==> src/rtl/datapath_gen2.sv <==
`default_nettype none
// ============================================================================
// Module   : datapath_gen2
// Purpose  : Parametrised accumulator data path for the edulent CPU. Holds
//            PC, IR, SP, MA, MD, A, AP, R, OUT and flags {V,N,C,Z}, executes
//            one transfer command per cycle and reaches memory through a
//            req/ack handshake so slow memories stall the core.
// Ports    : i_clk, i_rstn (async, active-low)
//            i_xfer_cmd[3:0], i_alu_calc, i_alu_op[3:0], i_alu_dst,
//            i_br_cond[1:0], i_inc_pc, i_sp_op[1:0]   - control unit
//            i_in[DW-1:0] / o_out[DW-1:0]               - I/O ports
//            o_ir[DW-1:0], o_flags[3:0], o_busy         - status to control
//            o_mem_req, o_mem_we, o_mem_addr[AW-1:0],
//            o_mem_wdata[DW-1:0], i_mem_ack,
//            i_mem_rdata[DW-1:0]                        - memory handshake
// Revision : 1.0 - initial release
// ============================================================================
module datapath_gen2 #(
  parameter int            DW     = 8,
  parameter int            AW     = 8,
  parameter logic [AW-1:0] SP_RST = '1
) (
  input  logic          i_clk,
  input  logic          i_rstn,
  input  logic [3:0]    i_xfer_cmd,
  input  logic          i_alu_calc,
  input  logic [3:0]    i_alu_op,
  input  logic          i_alu_dst,
  input  logic [1:0]    i_br_cond,
  input  logic          i_inc_pc,
  input  logic [1:0]    i_sp_op,
  input  logic [DW-1:0] i_in,
  output logic [DW-1:0] o_out,
  output logic [DW-1:0] o_ir,
  output logic [3:0]    o_flags,
  output logic          o_busy,
  output logic          o_mem_req,
  output logic          o_mem_we,
  output logic [AW-1:0] o_mem_addr,
  output logic [DW-1:0] o_mem_wdata,
  input  logic          i_mem_ack,
  input  logic [DW-1:0] i_mem_rdata
);

  // Transfer command encodings
  localparam logic [3:0] CMD_MA_PC = 4'h1;
  localparam logic [3:0] CMD_READ  = 4'h2;
  localparam logic [3:0] CMD_IR_MD = 4'h3;
  localparam logic [3:0] CMD_MA_MD = 4'h4;
  localparam logic [3:0] CMD_A_MD  = 4'h5;
  localparam logic [3:0] CMD_AP_MD = 4'h6;
  localparam logic [3:0] CMD_MA_AP = 4'h7;
  localparam logic [3:0] CMD_MA_SP = 4'h8;
  localparam logic [3:0] CMD_MD_A  = 4'h9;
  localparam logic [3:0] CMD_MD_AP = 4'hA;
  localparam logic [3:0] CMD_WRITE = 4'hB;
  localparam logic [3:0] CMD_WB_R  = 4'hC;
  localparam logic [3:0] CMD_BR    = 4'hD;
  localparam logic [3:0] CMD_A_IN  = 4'hE;
  localparam logic [3:0] CMD_OUT_A = 4'hF;

  typedef enum logic [1:0] {
    ST_IDLE = 2'd0,
    ST_RD   = 2'd1,
    ST_WR   = 2'd2
  } state_t;

  state_t        state_q, state_d;
  logic [AW-1:0] pc_q, pc_d, sp_q, sp_d, ma_q, ma_d;
  logic [DW-1:0] ir_q, ir_d, md_q, md_d, a_q, a_d, ap_q, ap_d;
  logic [DW-1:0] r_q, r_d, out_q, out_d;
  logic [3:0]    flags_q, flags_d;   // {V,N,C,Z}

  logic          idle;
  logic [DW:0]   alu_res;            // bit DW carries C (carry/borrow/shift-out)
  logic          alu_v;
  logic          br_taken;

  assign idle = (state_q == ST_IDLE);

  // --------------------------------------------------------------------------
  // Access FSM: commands are only accepted from IDLE, so a stalled access
  // freezes the command stream instead of corrupting MA/MD.
  // --------------------------------------------------------------------------
  always_comb begin
    state_d = state_q;
    case (state_q)
      ST_IDLE: begin
        if (i_xfer_cmd == CMD_READ)       state_d = ST_RD;
        else if (i_xfer_cmd == CMD_WRITE) state_d = ST_WR;
      end
      ST_RD, ST_WR: begin
        if (i_mem_ack) state_d = ST_IDLE;
      end
      default: state_d = ST_IDLE;
    endcase
  end

  always_ff @(posedge i_clk or negedge i_rstn) begin
    if (!i_rstn) state_q <= ST_IDLE;
    else         state_q <= state_d;
  end

  // --------------------------------------------------------------------------
  // ALU at DW+1 bits. Shifts are arranged so the shifted-out bit lands in
  // bit DW, letting C be taken from the same place for every operation.
  // --------------------------------------------------------------------------
  always_comb begin
    alu_res = '0;
    alu_v   = 1'b0;
    case (i_alu_op)
      4'h0: alu_res = {1'b0, a_q} + {1'b0, md_q};
      4'h1: alu_res = {1'b0, a_q} + {1'b0, md_q} + {{DW{1'b0}}, flags_q[1]};
      4'h2: alu_res = {1'b0, a_q} - {1'b0, md_q};
      4'h3: alu_res = {1'b0, a_q} - {1'b0, md_q} - {{DW{1'b0}}, flags_q[1]};
      4'h4: alu_res = {1'b0, ~a_q};
      4'h5: alu_res = {1'b0, a_q | md_q};
      4'h6: alu_res = {1'b0, a_q & md_q};
      4'h7: alu_res = {1'b0, a_q ^ md_q};
      4'h8: alu_res = {a_q[0], 1'b0, a_q[DW-1:1]};
      4'h9: alu_res = {a_q, 1'b0};
      4'hA: alu_res = {1'b0, md_q};
      default: alu_res = '0;
    endcase
    // Signed overflow: operands agree (add) / differ (sub) in sign and the
    // result sign differs from A.
    case (i_alu_op)
      4'h0, 4'h1: alu_v = (a_q[DW-1] == md_q[DW-1]) && (alu_res[DW-1] != a_q[DW-1]);
      4'h2, 4'h3: alu_v = (a_q[DW-1] != md_q[DW-1]) && (alu_res[DW-1] != a_q[DW-1]);
      default:    alu_v = 1'b0;
    endcase
  end

  always_comb begin
    case (i_br_cond)
      2'b00:   br_taken = 1'b1;
      2'b01:   br_taken = flags_q[0];
      2'b10:   br_taken = flags_q[1];
      default: br_taken = flags_q[2];
    endcase
  end

  // --------------------------------------------------------------------------
  // Register next-state. Side-band controls (PC inc, SP op, ALU) act even
  // while busy; the command decode comes last so a taken branch overrides
  // the PC increment.
  // --------------------------------------------------------------------------
  always_comb begin
    pc_d    = pc_q;
    sp_d    = sp_q;
    ma_d    = ma_q;
    ir_d    = ir_q;
    md_d    = md_q;
    a_d     = a_q;
    ap_d    = ap_q;
    r_d     = r_q;
    out_d   = out_q;
    flags_d = flags_q;

    if (i_alu_calc) begin
      r_d     = alu_res[DW-1:0];
      flags_d = {alu_v, alu_res[DW-1], alu_res[DW], (alu_res[DW-1:0] == '0)};
    end

    if (i_inc_pc) pc_d = pc_q + AW'(1);

    case (i_sp_op)
      2'b01:   sp_d = sp_q + AW'(1);
      2'b10:   sp_d = sp_q - AW'(1);
      default: sp_d = sp_q;
    endcase

    if ((state_q == ST_RD) && i_mem_ack) md_d = i_mem_rdata;

    if (idle) begin
      case (i_xfer_cmd)
        CMD_MA_PC: ma_d  = pc_q;
        CMD_IR_MD: ir_d  = md_q;
        CMD_MA_MD: ma_d  = AW'(md_q);   // truncates or zero-extends
        CMD_A_MD:  a_d   = md_q;
        CMD_AP_MD: ap_d  = md_q;
        CMD_MA_AP: ma_d  = AW'(ap_q);
        CMD_MA_SP: ma_d  = sp_q;
        CMD_MD_A:  md_d  = a_q;
        CMD_MD_AP: md_d  = ap_q;
        CMD_WB_R: begin
          if (i_alu_dst) ap_d = r_q;
          else           a_d  = r_q;
        end
        CMD_BR:    if (br_taken) pc_d = AW'(md_q);
        CMD_A_IN:  a_d   = i_in;
        CMD_OUT_A: out_d = a_q;
        default: ;
      endcase
    end
  end

  always_ff @(posedge i_clk or negedge i_rstn) begin
    if (!i_rstn) begin
      pc_q    <= '0;
      sp_q    <= SP_RST;
      ma_q    <= '0;
      ir_q    <= '0;
      md_q    <= '0;
      a_q     <= '0;
      ap_q    <= '0;
      r_q     <= '0;
      out_q   <= '0;
      flags_q <= '0;
    end else begin
      pc_q    <= pc_d;
      sp_q    <= sp_d;
      ma_q    <= ma_d;
      ir_q    <= ir_d;
      md_q    <= md_d;
      a_q     <= a_d;
      ap_q    <= ap_d;
      r_q     <= r_d;
      out_q   <= out_d;
      flags_q <= flags_d;
    end
  end

  assign o_out       = out_q;
  assign o_ir        = ir_q;
  assign o_flags     = flags_q;
  assign o_busy      = !idle;
  assign o_mem_req   = (state_q == ST_RD) || (state_q == ST_WR);
  assign o_mem_we    = (state_q == ST_WR);
  assign o_mem_addr  = ma_q;
  assign o_mem_wdata = md_q;

endmodule
`default_nettype wire

==> config.mk <==
export PLATFORM = sky130hd
export DESIGN_NAME = datapath_gen2
export DESIGN_NICKNAME = d
export VERILOG_FILES = /design/src/rtl/datapath_gen2.sv
export SDC_FILE = /design/constraint.sdc
export NUM_CORES = 1
export LEC_CHECK = 0
export BUFFER_PORTS_ARGS = -buffer_cell sky130_fd_sc_hd__buf_4
export CORE_ASPECT_RATIO = 1.25
export CORE_UTILIZATION = 41
export CTS_BUF_LIST = sky130_fd_sc_hd__clkbuf_2 sky130_fd_sc_hd__clkbuf_4 sky130_fd_sc_hd__clkbuf_8
export CTS_CLUSTER_SIZE = 14
export DETAILED_ROUTE_END_ITERATION = 10
export GPL_TIMING_DRIVEN = 0
export PLACE_DENSITY_LB_ADDON = 0.2
export SETUP_SLACK_MARGIN = 0.3
export SYNTH_ARGS = -nofsm -noshare
export SYNTH_HDL_FRONTEND = slang
export SYNTH_SLANG_ARGS = --single-unit
==> constraint.sdc <==
create_clock -name i_clk -period 3.6 [get_ports i_clk]
set_input_delay 0.36 -clock i_clk [delete_from_list [all_inputs] [get_ports i_clk]]
set_output_delay 0.36 -clock i_clk [all_outputs]
set_load 0.005 [all_outputs]
==> results of run 1 <==
-- what timing repair did --
item                                    4_1_cts  5_1_grt
setup buffers                                 9       10
endpoints found under the setup margin        5        4
gates cloned                                  0        0
resized for setup                            34       17
pin swaps                                    14       15
-- cell usage after synthesis (6+ instances only) --
master and n:
xnor2_1 24, nor3_1 22, a21oi_1 41, nor2b_1 10
o22ai_1 16, dfstp_2 8, a22oi_1 12, and2_1 6
nand2_1 78, mux2_2 9, nand2b_1 8, mux2i_1 13
a31oi_1 11, inv_1 36, a221oi_1 7, a41oi_1 8
a222oi_1 8, nand4_1 6, clkbuf_1 21, ha_1 39
nand3_1 23, nor2_1 66, xor2_1 7, o21ai_0 35
dfrtp_1 69, a21o_1 15
-- sequential cells by signal, summed over array words and instances, names as in the netlist --
signal	flops
sp_q	8
o_flags	4
pc_q	8
o_ir	8
o_mem_wdata	8
a_q	8
state_q	2
o_out	8
r_q	7
ap_q	8
o_mem_addr	8
-- cells in the final DEF, fill, tap and decap left out, types with 4 or more instances in the layout --
| cell type | instances |
|---|---|
| a41oi_1 | 8 |
| nand4_1 | 6 |
| o21ai_0 | 35 |
| a31oi_1 | 10 |
| mux2i_1 | 13 |
| dfrtp_1 | 58 |
| mux2_2 | 9 |
| o2bb2ai_1 | 5 |
| or2_2 | 4 |
| and2_1 | 6 |
| a22oi_1 | 12 |
| xnor2_1 | 20 |
| ha_1 | 35 |
| nor3_1 | 20 |
| dfrtp_2 | 11 |
| o211ai_1 | 4 |
| nand2b_1 | 8 |
| nor2b_1 | 10 |
| a221oi_1 | 5 |
| clkbuf_1 | 21 |
| inv_1 | 36 |
| o21bai_1 | 4 |
| nor3b_1 | 5 |
| nor2_1 | 64 |
| nand2_1 | 78 |
| or3_1 | 4 |
| buf_4 | 90 |
| clkbuf_8 | 11 |
| xor2_1 | 6 |
| nand3_1 | 23 |
| a222oi_1 | 8 |
| buf_1 | 5 |
| a21o_1 | 15 |
| a211oi_1 | 4 |
| dfstp_2 | 8 |
| o22ai_1 | 16 |
| a21oi_1 | 40 |
-- critical path, stage by stage (launching register included) --
cell	delay, ns
dfrtp_2	0.47
buf_4	0.17
ha_4	0.17
fa_2	0.38
or2_4	0.27
a21o_1	0.21
xnor2_2	0.26
nand4_1	0.18
a21o_1	0.21
or4_4	0.50
a31oi_4	0.21
a211o_1	0.12
-- logic make-up (layout without fill, tap and decap cells) --
| group | after synthesis | in the layout | share of synthesized area |
|---|---|---|---|
| DFF | 77 | 77 | 0.324 |
| xor gates and xnor gates | 32 | 32 | 0.0481 |
| buffers and inverters | 71 | 175 | 0.0505 |
| AOI/OAI and AO/OA | 213 | 213 | 0.249 |
| adders and majority gates | 42 | 42 | 0.0917 |
| and+or+nand+nor | 251 | 251 | 0.198 |
| muxes | 22 | 22 | 0.0387 |
-- per-stage QoR --
stage          TNS, ns  area, um2
2_1_floorplan        0       5980
3_3_place_gp    -0.315       6710
3_5_place_dp    -0.425       6720
4_1_cts              0       7170
5_1_grt              0       7350
6_report             0       7350
-- layout make-up --
cell class,count,share of cell area
clock inverters,6,0.0151
inverters,37,0.0189
clock buffers,10,0.0179
flip-flops and latches,77,0.265
multi-input cells,560,0.540
plain buffers,34,0.0225
repair buffers,88,0.0903
well taps,175,0.0298
-- power by group through the flow --
stage	clock network, mW	logic, mW	registers (mW)
floorplan	0	2.85	1.66
global placement	0	4.01	1.91
detailed placement	0	4.10	1.93
CTS	0.829	4.56	1.87
global route	0.872	5.32	1.88
finish	0.821	4.94	1.84
-- routing by layer --
| layer | vias up | share of wire |
|---|---|---|
| met2 | 251 | 0.50 |
| met4 | 0 | 0.045 |
| met3 | 47 | 0.056 |
| met1 | 2978 | 0.40 |
| met5 | - | 0 |
| li1 | 2804 | - |
-- how the worst max path moves through the flow --
stage | cells past startpoint | end | slack (ns)
CTS | 10 | o_flags[3] | 0.29
detailed placement | 10 | o_flags[3] | -0.18
global route | 11 | o_flags[1] | 0.28
global placement | 10 | o_flags[3] | -0.14
floorplan | 10 | o_flags[3] | 0.42
finish | 11 | o_flags[1] | 0.37
==> results.json, run 1 <==
{
  "status": "finished, final reports clean",
  "clk_pin_slew_ns": 0.09,
  "cts_buffers": 9,
  "synth_top_area_share": 0.289,
  "synthArstFlopShare": 1.00,
  "setup_viol": 0,
  "cp.arrival_ns": 3.54,
  "grt_max_degree": 78,
  "postSynthCellCount": 708,
  "place_congestion": 0.990,
  "ys_seq_area_frac": 0.324,
  "cp.required_ns": 3.91,
  "syn-num-nets": 784,
  "p_sw_frac": 0.483,
  "routedWlPerCell_um": 21.6,
  "stdcell_count": 987,
  "hold_slack_ns": 0.138,
  "nets": 883,
  "crit_path_max_fanout": 4,
  "vdd_drop_max_mv": 0.671,
  "htreeDepth": 3,
  "drv_cap": 0,
  "num_vias": 6080,
  "detail_route.vias_per_cell": 6.16,
  "synth_ff_type": "dfrtp_1",
  "drt_iter0_drc": 550,
  "slew_headroom": 0.295,
  "r2r_end": "o_flags[1]",
  "overflow": 0,
  "first_pass_iters": 5,
  "die_x_um": 110,
  "netlist_area_mm2": 0.00598,
  "power_mw": 7.61,
  "clock_power_share": 0.108,
  "gr-usage-met2": 0.498,
  "place_inst": 952,
  "fin_worst_skew_ns": 0.0193,
  "reg2reg_slack_ns": 0.37,
  "hpwl_mm": 15.9,
  "internal_power_mw": 3.93,
  "synth_seq_cells": 77,
  "crit_start": "o_mem_wdata[0]",
  "port_buffers": 68,
  "r2r-start": "o_mem_wdata[0]",
  "combPwrFrac": 0.650,
  "rows": 48,
  "yosysUniqueCellTypes": 77,
  "grt_usage": 0.294,
  "grt_antenna_before_repair": 0,
  "synth.area.top_cells": "dfrtp_1 (29%), ha_1 (8.2%), nand2_1 (4.9%), nor2_1 (4.1%), dfstp_2 (3.5%)",
  "hold_buffers": 0,
  "drive_gt1_frac": 0.223,
  "final_max_slew_viol_count": 0,
  "worst_pin_slew_ns": 1.05,
  "synth.avg_cell_area_um2": 8.44,
  "diodes": 0,
  "grt_pass1_wl_mm": 32.6,
  "power_switching_mw": 3.67,
  "reg2reg_depth": 11,
  "power_leakage_nw": 3.18,
  "start_util": 0.427,
  "utilization": 0.526,
  "drc": 0,
  "fin_crit_sh": 0.898,
  "cts-root-buf": "clkbuf_8",
  "synth_warnings": 0,
  "die_h_um": 137,
  "crit_path_end_kind": "flop",
  "synth_edf_count": 0,
  "fp.coreArea_mm2": 0.0140,
  "gr-usage-met3": 0.0471,
  "cp-start-kind": "flop",
  "grt_use_met1": 0.348,
  "rsz0062_at_grt": "yes",
  "tritoncts": "built",
  "hold_violations": 0,
  "grt_pass1_vias": 5994,
  "synth_top_area_cell": "dfrtp_1",
  "area_growth_pct": 23.0,
  "grt_busiest_layer": "met2",
  "routed_wl_mm": 21.3,
  "detail-route-antenna-nets": 0,
  "place_ws_ns": -0.184,
  "clk_path_buf_depth": 2,
  "seqCellArea_mm2": 0.00195,
  "pwr-share-seq": 0.242,
  "fill_cells": 1348,
  "insertion_delay_ns": 0.37,
  "dieArea_mm2": 0.0151,
  "cts.sinks": 77,
  "fmax_mhz": 309,
  "power_density_mw_per_mm2": 1030,
  "multi_input_area_mm2": 0.00397,
  "layout_min_cycle_time_ns": 3.23,
  "pin_count": 73,
  "crit_type": "reg2reg",
  "setup_ws_ns": 0.368,
  "hold_class": "in2async"
}
(Power assumes the default switching activity.)
==> inputs of run 2 (changes only) <==
==> constraint.sdc (replaced) <==
create_clock -name i_clk -period 3.6 [get_ports i_clk]
set_input_delay 0.36 -clock i_clk [delete_from_list [all_inputs] [get_ports i_clk]]
set_output_delay 0.36 -clock i_clk [all_outputs]
set_load 0.05 [all_outputs]
==> run 2 against run 1 <==
Against the previous run:
- die area is the same
- clock-buffer cell count fell by 1
- clock power down 7.6%
- power rose by 10%
- final cell count rose by 0.20%
- critical path depth unchanged
- global-route usage about the same
- maximum frequency down 1.7%
- design area is 0.44% lower
- sequential cell count is the same
- utilization decreased by 0.23 points
- critical endpoint unchanged
- largest power group unchanged
==> results.json, run 2 (synthesized netlist as in run 1, its figures left out) <==
{
  "diodes": 0,
  "detail-route-antenna-nets": 0,
  "grt_pass1_wl_mm": 32.6,
  "fin_crit_sh": 0.913,
  "tritoncts": "built",
  "die_h_um": 137,
  "power_switching_mw": 4.49,
  "num_vias": 6097,
  "layout_min_cycle_time_ns": 3.29,
  "first_pass_iters": 6,
  "utilization": 0.523,
  "detail_route.vias_per_cell": 6.16,
  "grt_max_degree": 78,
  "clk_pin_slew_ns": 0.09,
  "drc": 0,
  "hpwl_mm": 15.8,
  "clock_power_share": 0.090,
  "vdd_drop_max_mv": 0.949,
  "final_cell_mix": "buf_4 (91), nand2_1 (78), nor2_1 (64)",
  "reg2reg_depth": 11,
  "fill_cells": 1325,
  "final_max_slew_viol_count": 0,
  "drv_cap": 0,
  "routedWlPerCell_um": 21.5,
  "start_util": 0.427,
  "p_sw_frac": 0.535,
  "worst_pin_slew_ns": 1.03,
  "setup_viol": 0,
  "pin_count": 73,
  "combPwrFrac": 0.687,
  "htreeDepth": 3,
  "rsz0062_at_grt": "yes",
  "routed_wl_mm": 21.3,
  "layout_commonest_cell": "buf_4",
  "status": "finished, final reports clean",
  "cp.arrival_ns": 3.60,
  "insertion_delay_ns": 0.37,
  "crit_type": "reg2reg",
  "nets": 885,
  "overflow": 0,
  "setup_ws_ns": 0.314,
  "drive_gt1_frac": 0.229,
  "crit_start": "o_mem_wdata[0]",
  "slew_headroom": 0.305,
  "clk_path_buf_depth": 2,
  "cts-root-buf": "clkbuf_8",
  "grt_usage": 0.294,
  "final_cell_area_mm2": 0.00732,
  "cp-start-kind": "flop",
  "crit_path_end_kind": "flop",
  "hold_slack_ns": 0.139,
  "fp.coreArea_mm2": 0.0140,
  "reg2reg_slack_ns": 0.31,
  "crit_path_max_fanout": 3,
  "cts.sinks": 77,
  "cp.required_ns": 3.91,
  "r2r-start": "o_mem_wdata[0]",
  "internal_power_mw": 3.90,
  "fmax_mhz": 304,
  "drt_iter0_drc": 421,
  "hold_class": "in2async",
  "cts_buffers": 9,
  "grt_pass1_vias": 5956,
  "fin_worst_skew_ns": 0.0146,
  "grt_antenna_before_repair": 0,
  "die_x_um": 110,
  "area_growth_pct": 22.5,
  "port_buffers": 68,
  "power_leakage_nw": 3.19,
  "cp-endpoint": "o_flags[1]",
  "dieArea_mm2": 0.0151,
  "pwr-share-seq": 0.223,
  "rows": 48,
  "place_ws_ns": -0.0726,
  "r2r_end": "o_flags[1]",
  "power_density_mw_per_mm2": 1150,
  "placed_area_mm2": 0.00672,
  "place_congestion": 0.961,
  "hold_violations": 0
}
## run 2: area by class of cell
type / count / area, um2 / share of cell area
Buffer: 34 / 163 / 0.0222
Multi-Input combinational cell: 560 / 3940 / 0.538
Sequential cell: 77 / 1950 / 0.267
Clock inverter: 7 / 98.8 / 0.0135
Inverter: 37 / 139 / 0.0190
Tap cell: 175 / 219 / 0.0299
Timing Repair Buffer: 90 / 686 / 0.0936
Clock buffer: 9 / 124 / 0.0169
## run 2: worst min path at each step
| stage | startpoint | endpoint | slack [ns] | depth (start not counted) |
|---|---|---|---|---|
| after CTS | i_rstn | o_mem_addr[6] | 0.19 | 1 |
| after global placement | o_mem_addr[3] | o_mem_addr[3] | 0.47 | 1 |
| after global routing | i_rstn | o_mem_wdata[3] | 0.24 | 1 |
| after floorplan | i_rstn | a_q[0] | 0.06 | 0 |
| final | i_rstn | state_q[0] | 0.14 | 1 |
| after detailed placement | o_mem_addr[5] | o_mem_addr[5] | 0.47 | 1 |
## run 2: power by group through the flow
stage	registers [mW]	clock network [mW]	logic, mW
2_1_floorplan	2.29	0	2.96
6_report	1.87	0.759	5.76
3_3_place_gp	1.93	0	4.85
4_1_cts	1.87	0.769	5.44
5_1_grt	1.92	0.803	6.13
3_5_place_dp	1.94	0	4.92
## run 2: metal layers
| layer | GRT usage | wire length (um) |
|---|---|---|
| met5 | 0 | 0 |
| met1 | 0.367 | 8730 |
| met3 | 0.0371 | 1210 |
| met4 | 0.172 | 1130 |
| met2 | 0.482 | 10200 |
## run 2: metrics by stage
step	TNS, ns	power [mW]	instances
detailed placement	-0.125	6.86	952
global placement	-0.192	6.78	951
global route	0	8.85	989
finish	0	8.40	989
floorplan	0	5.24	708
CTS	0	8.08	981
## run 2: critical path: stages (launching register included)
cell and delay [ns]:
dfrtp_2 0.47, buf_4 0.17, ha_2 0.21, fa_2 0.39, or2_4 0.26, a211o_1 0.31, a21oi_1 0.16, nor2_1 0.06
o31a_1 0.34, or4_4 0.52, a31oi_4 0.22, a211o_1 0.13
## run 2: timing repair
action / in CTS / in global routing
pin swaps: 6 / 7
setup endpoints to repair: 6 / 5
buffers inserted: 13 / 8
gates resized for setup: 33 / 15
hold buffers: 0 / 0
==> inputs of run 3 (changes only) <==
--- a/config.mk
+++ b/config.mk
@@ -8,7 +8,6 @@
 export BUFFER_PORTS_ARGS = -buffer_cell sky130_fd_sc_hd__buf_4
 export CORE_ASPECT_RATIO = 1.25
 export CORE_UTILIZATION = 41
-export CTS_BUF_LIST = sky130_fd_sc_hd__clkbuf_2 sky130_fd_sc_hd__clkbuf_4 sky130_fd_sc_hd__clkbuf_8
 export CTS_CLUSTER_SIZE = 14
 export DETAILED_ROUTE_END_ITERATION = 10
 export GPL_TIMING_DRIVEN = 0
==> run 3 against run 2 <==
Against the previous run:
- sequential power hardly changed
- sequential cell count stayed put
- critical endpoint unchanged
- setup slack better by 0.031 ns
==> results.json, run 3 (synthesized netlist as in run 1, its figures left out) <==
{
  "htreeDepth": 3,
  "layout_commonest_cell": "buf_4",
  "cts_buffers": 9,
  "hpwl_mm": 15.8,
  "vdd_drop_max_mv": 0.912,
  "crit_top_cell": "a211o_1",
  "start_util": 0.427,
  "place_ws_ns": -0.0726,
  "power_leakage_nw": 3.25,
  "cts.sinks": 77,
  "pin_count": 73,
  "dieArea_mm2": 0.0151,
  "first_pass_iters": 6,
  "routed-wl-met2_mm": 10.1,
  "power_mw": 8.65,
  "overflow": 0,
  "nets": 888,
  "drive_gt1_frac": 0.230,
  "place_inst": 952,
  "routed-wl-met3_mm": 1.20,
  "fp.coreArea_mm2": 0.0140,
  "tns_ns": 0,
  "final_cell_mix": "buf_4 (95), nand2_1 (78), nor2_1 (64)",
  "met1_length_mm": 8.76,
  "path_cells": "buf_4, ha_2, fa_2, or2_4, a211o_1, a21oi_1, nor2_1, o31a_1, or4_4, a31oi_4, a211o_1",
  "worst_pin_slew_ns": 1.07,
  "cp.arrival_ns": 3.54,
  "die_x_um": 110,
  "grt_pass1_vias": 5945,
  "fill_cells": 1308,
  "hold_class": "in2async",
  "clk_path_buf_depth": 2,
  "drv_cap": 0,
  "tritoncts": "built",
  "cp-start-kind": "flop",
  "hold_buffers": 0,
  "hold_violations": 0,
  "power_density_mw_per_mm2": 1160,
  "cp.required_ns": 3.88,
  "cts-root-buf": "clkbuf_16",
  "crit_slowest_cell": "or4_4",
  "status": "finished, final reports clean",
  "detail_route.vias_per_cell": 6.07,
  "detail-route-antenna-nets": 0,
  "grt_pass1_wl_mm": 32.7,
  "port_buffers": 68,
  "routedWlPerCell_um": 21.4,
  "num_vias": 6026,
  "clk_pin_slew_ns": 0.06,
  "crit_type": "reg2reg",
  "fmax_mhz": 307,
  "diodes": 0,
  "drc": 0,
  "final_cell_area_mm2": 0.00745,
  "slew_headroom": 0.280,
  "rsz0062_at_grt": "yes",
  "grt_antenna_before_repair": 0,
  "die_h_um": 137,
  "crit_path_max_fanout": 3,
  "grt_max_degree": 78,
  "cp_slowest_stage_delay_ns": 0.52,
  "utilization": 0.532,
  "routed_wl_mm": 21.2,
  "drt_iter0_drc": 448,
  "setup_viol": 0,
  "grt_usage": 0.294,
  "fin_crit_sh": 0.904,
  "stdcell_count": 992,
  "hold_slack_ns": 0.176,
  "layout_min_cycle_time_ns": 3.25,
  "place_congestion": 0.961,
  "highest_layer": "met4",
  "final_max_slew_viol_count": 0,
  "area_growth_pct": 24.6,
  "rows": 48,
  "setup_ws_ns": 0.345,
  "placed_area_mm2": 0.00672,
  "fin_worst_skew_ns": 0.00829,
  "crit_path_end_kind": "flop",
  "insertion_delay_ns": 0.34
}
==> run 3: worst paths after layout <==
kind / start / end / slack [ns] / cells past startpoint
max in group asynchronous: i_rstn / a_q[2] / 2.72 / 1
min: i_rstn / o_mem_wdata[3] / 0.18 / 1
max: o_mem_wdata[0] / o_flags[1] / 0.35 / 11
max reg2reg: o_mem_wdata[0] / o_flags[1] / 0.35 / 11
min reg2reg: o_mem_addr[3] / o_mem_addr[3] / 0.48 / 1
min in group i_clk: i_alu_calc / o_flags[2] / 0.30 / 2
==> run 3: where the power goes <==
group | internal, mW | total [mW] | switching (mW)
Combinational | 2.20 | 5.77 | 3.57
Clock | 0.612 | 1.00 | 0.391
Sequential | 1.32 | 1.88 | 0.562
==> run 3: repair_timing <==
item / 4_1_cts / 5_1_grt
pin swaps: 6 / 10
gates resized for setup: 32 / 17
setup buffers: 11 / 13
setup endpoints to repair: 6 / 5
==> run 3: layout make-up <==
class                           count  area, um2  area share
Sequential cell                    77       1950       0.262
Buffer                             34        163      0.0218
Clock buffer                        9        225      0.0302
Tap cell                          175        219      0.0294
Inverter                           37        139      0.0186
Timing Repair Buffer               93        696      0.0934
Multi-Input combinational cell    560       3960       0.531
Clock inverter                      7       98.8      0.0133
==> run 3: per-layer routing <==
layer | vias up | track usage
li1 | 2806 | -
met1 | 2883 | 0.366
met2 | 264 | 0.482
met3 | 73 | 0.0419
met4 | 0 | 0.170
met5 | - | 0
==> run 3: critical path, delay by kind of cell (launching register included) <==
kind | cells | cell delay (ns)
compound gates | 5 | 1.15
simple gates | 3 | 0.84
fa+ha+maj | 2 | 0.60
flops | 1 | 0.45
buf+inv | 1 | 0.16
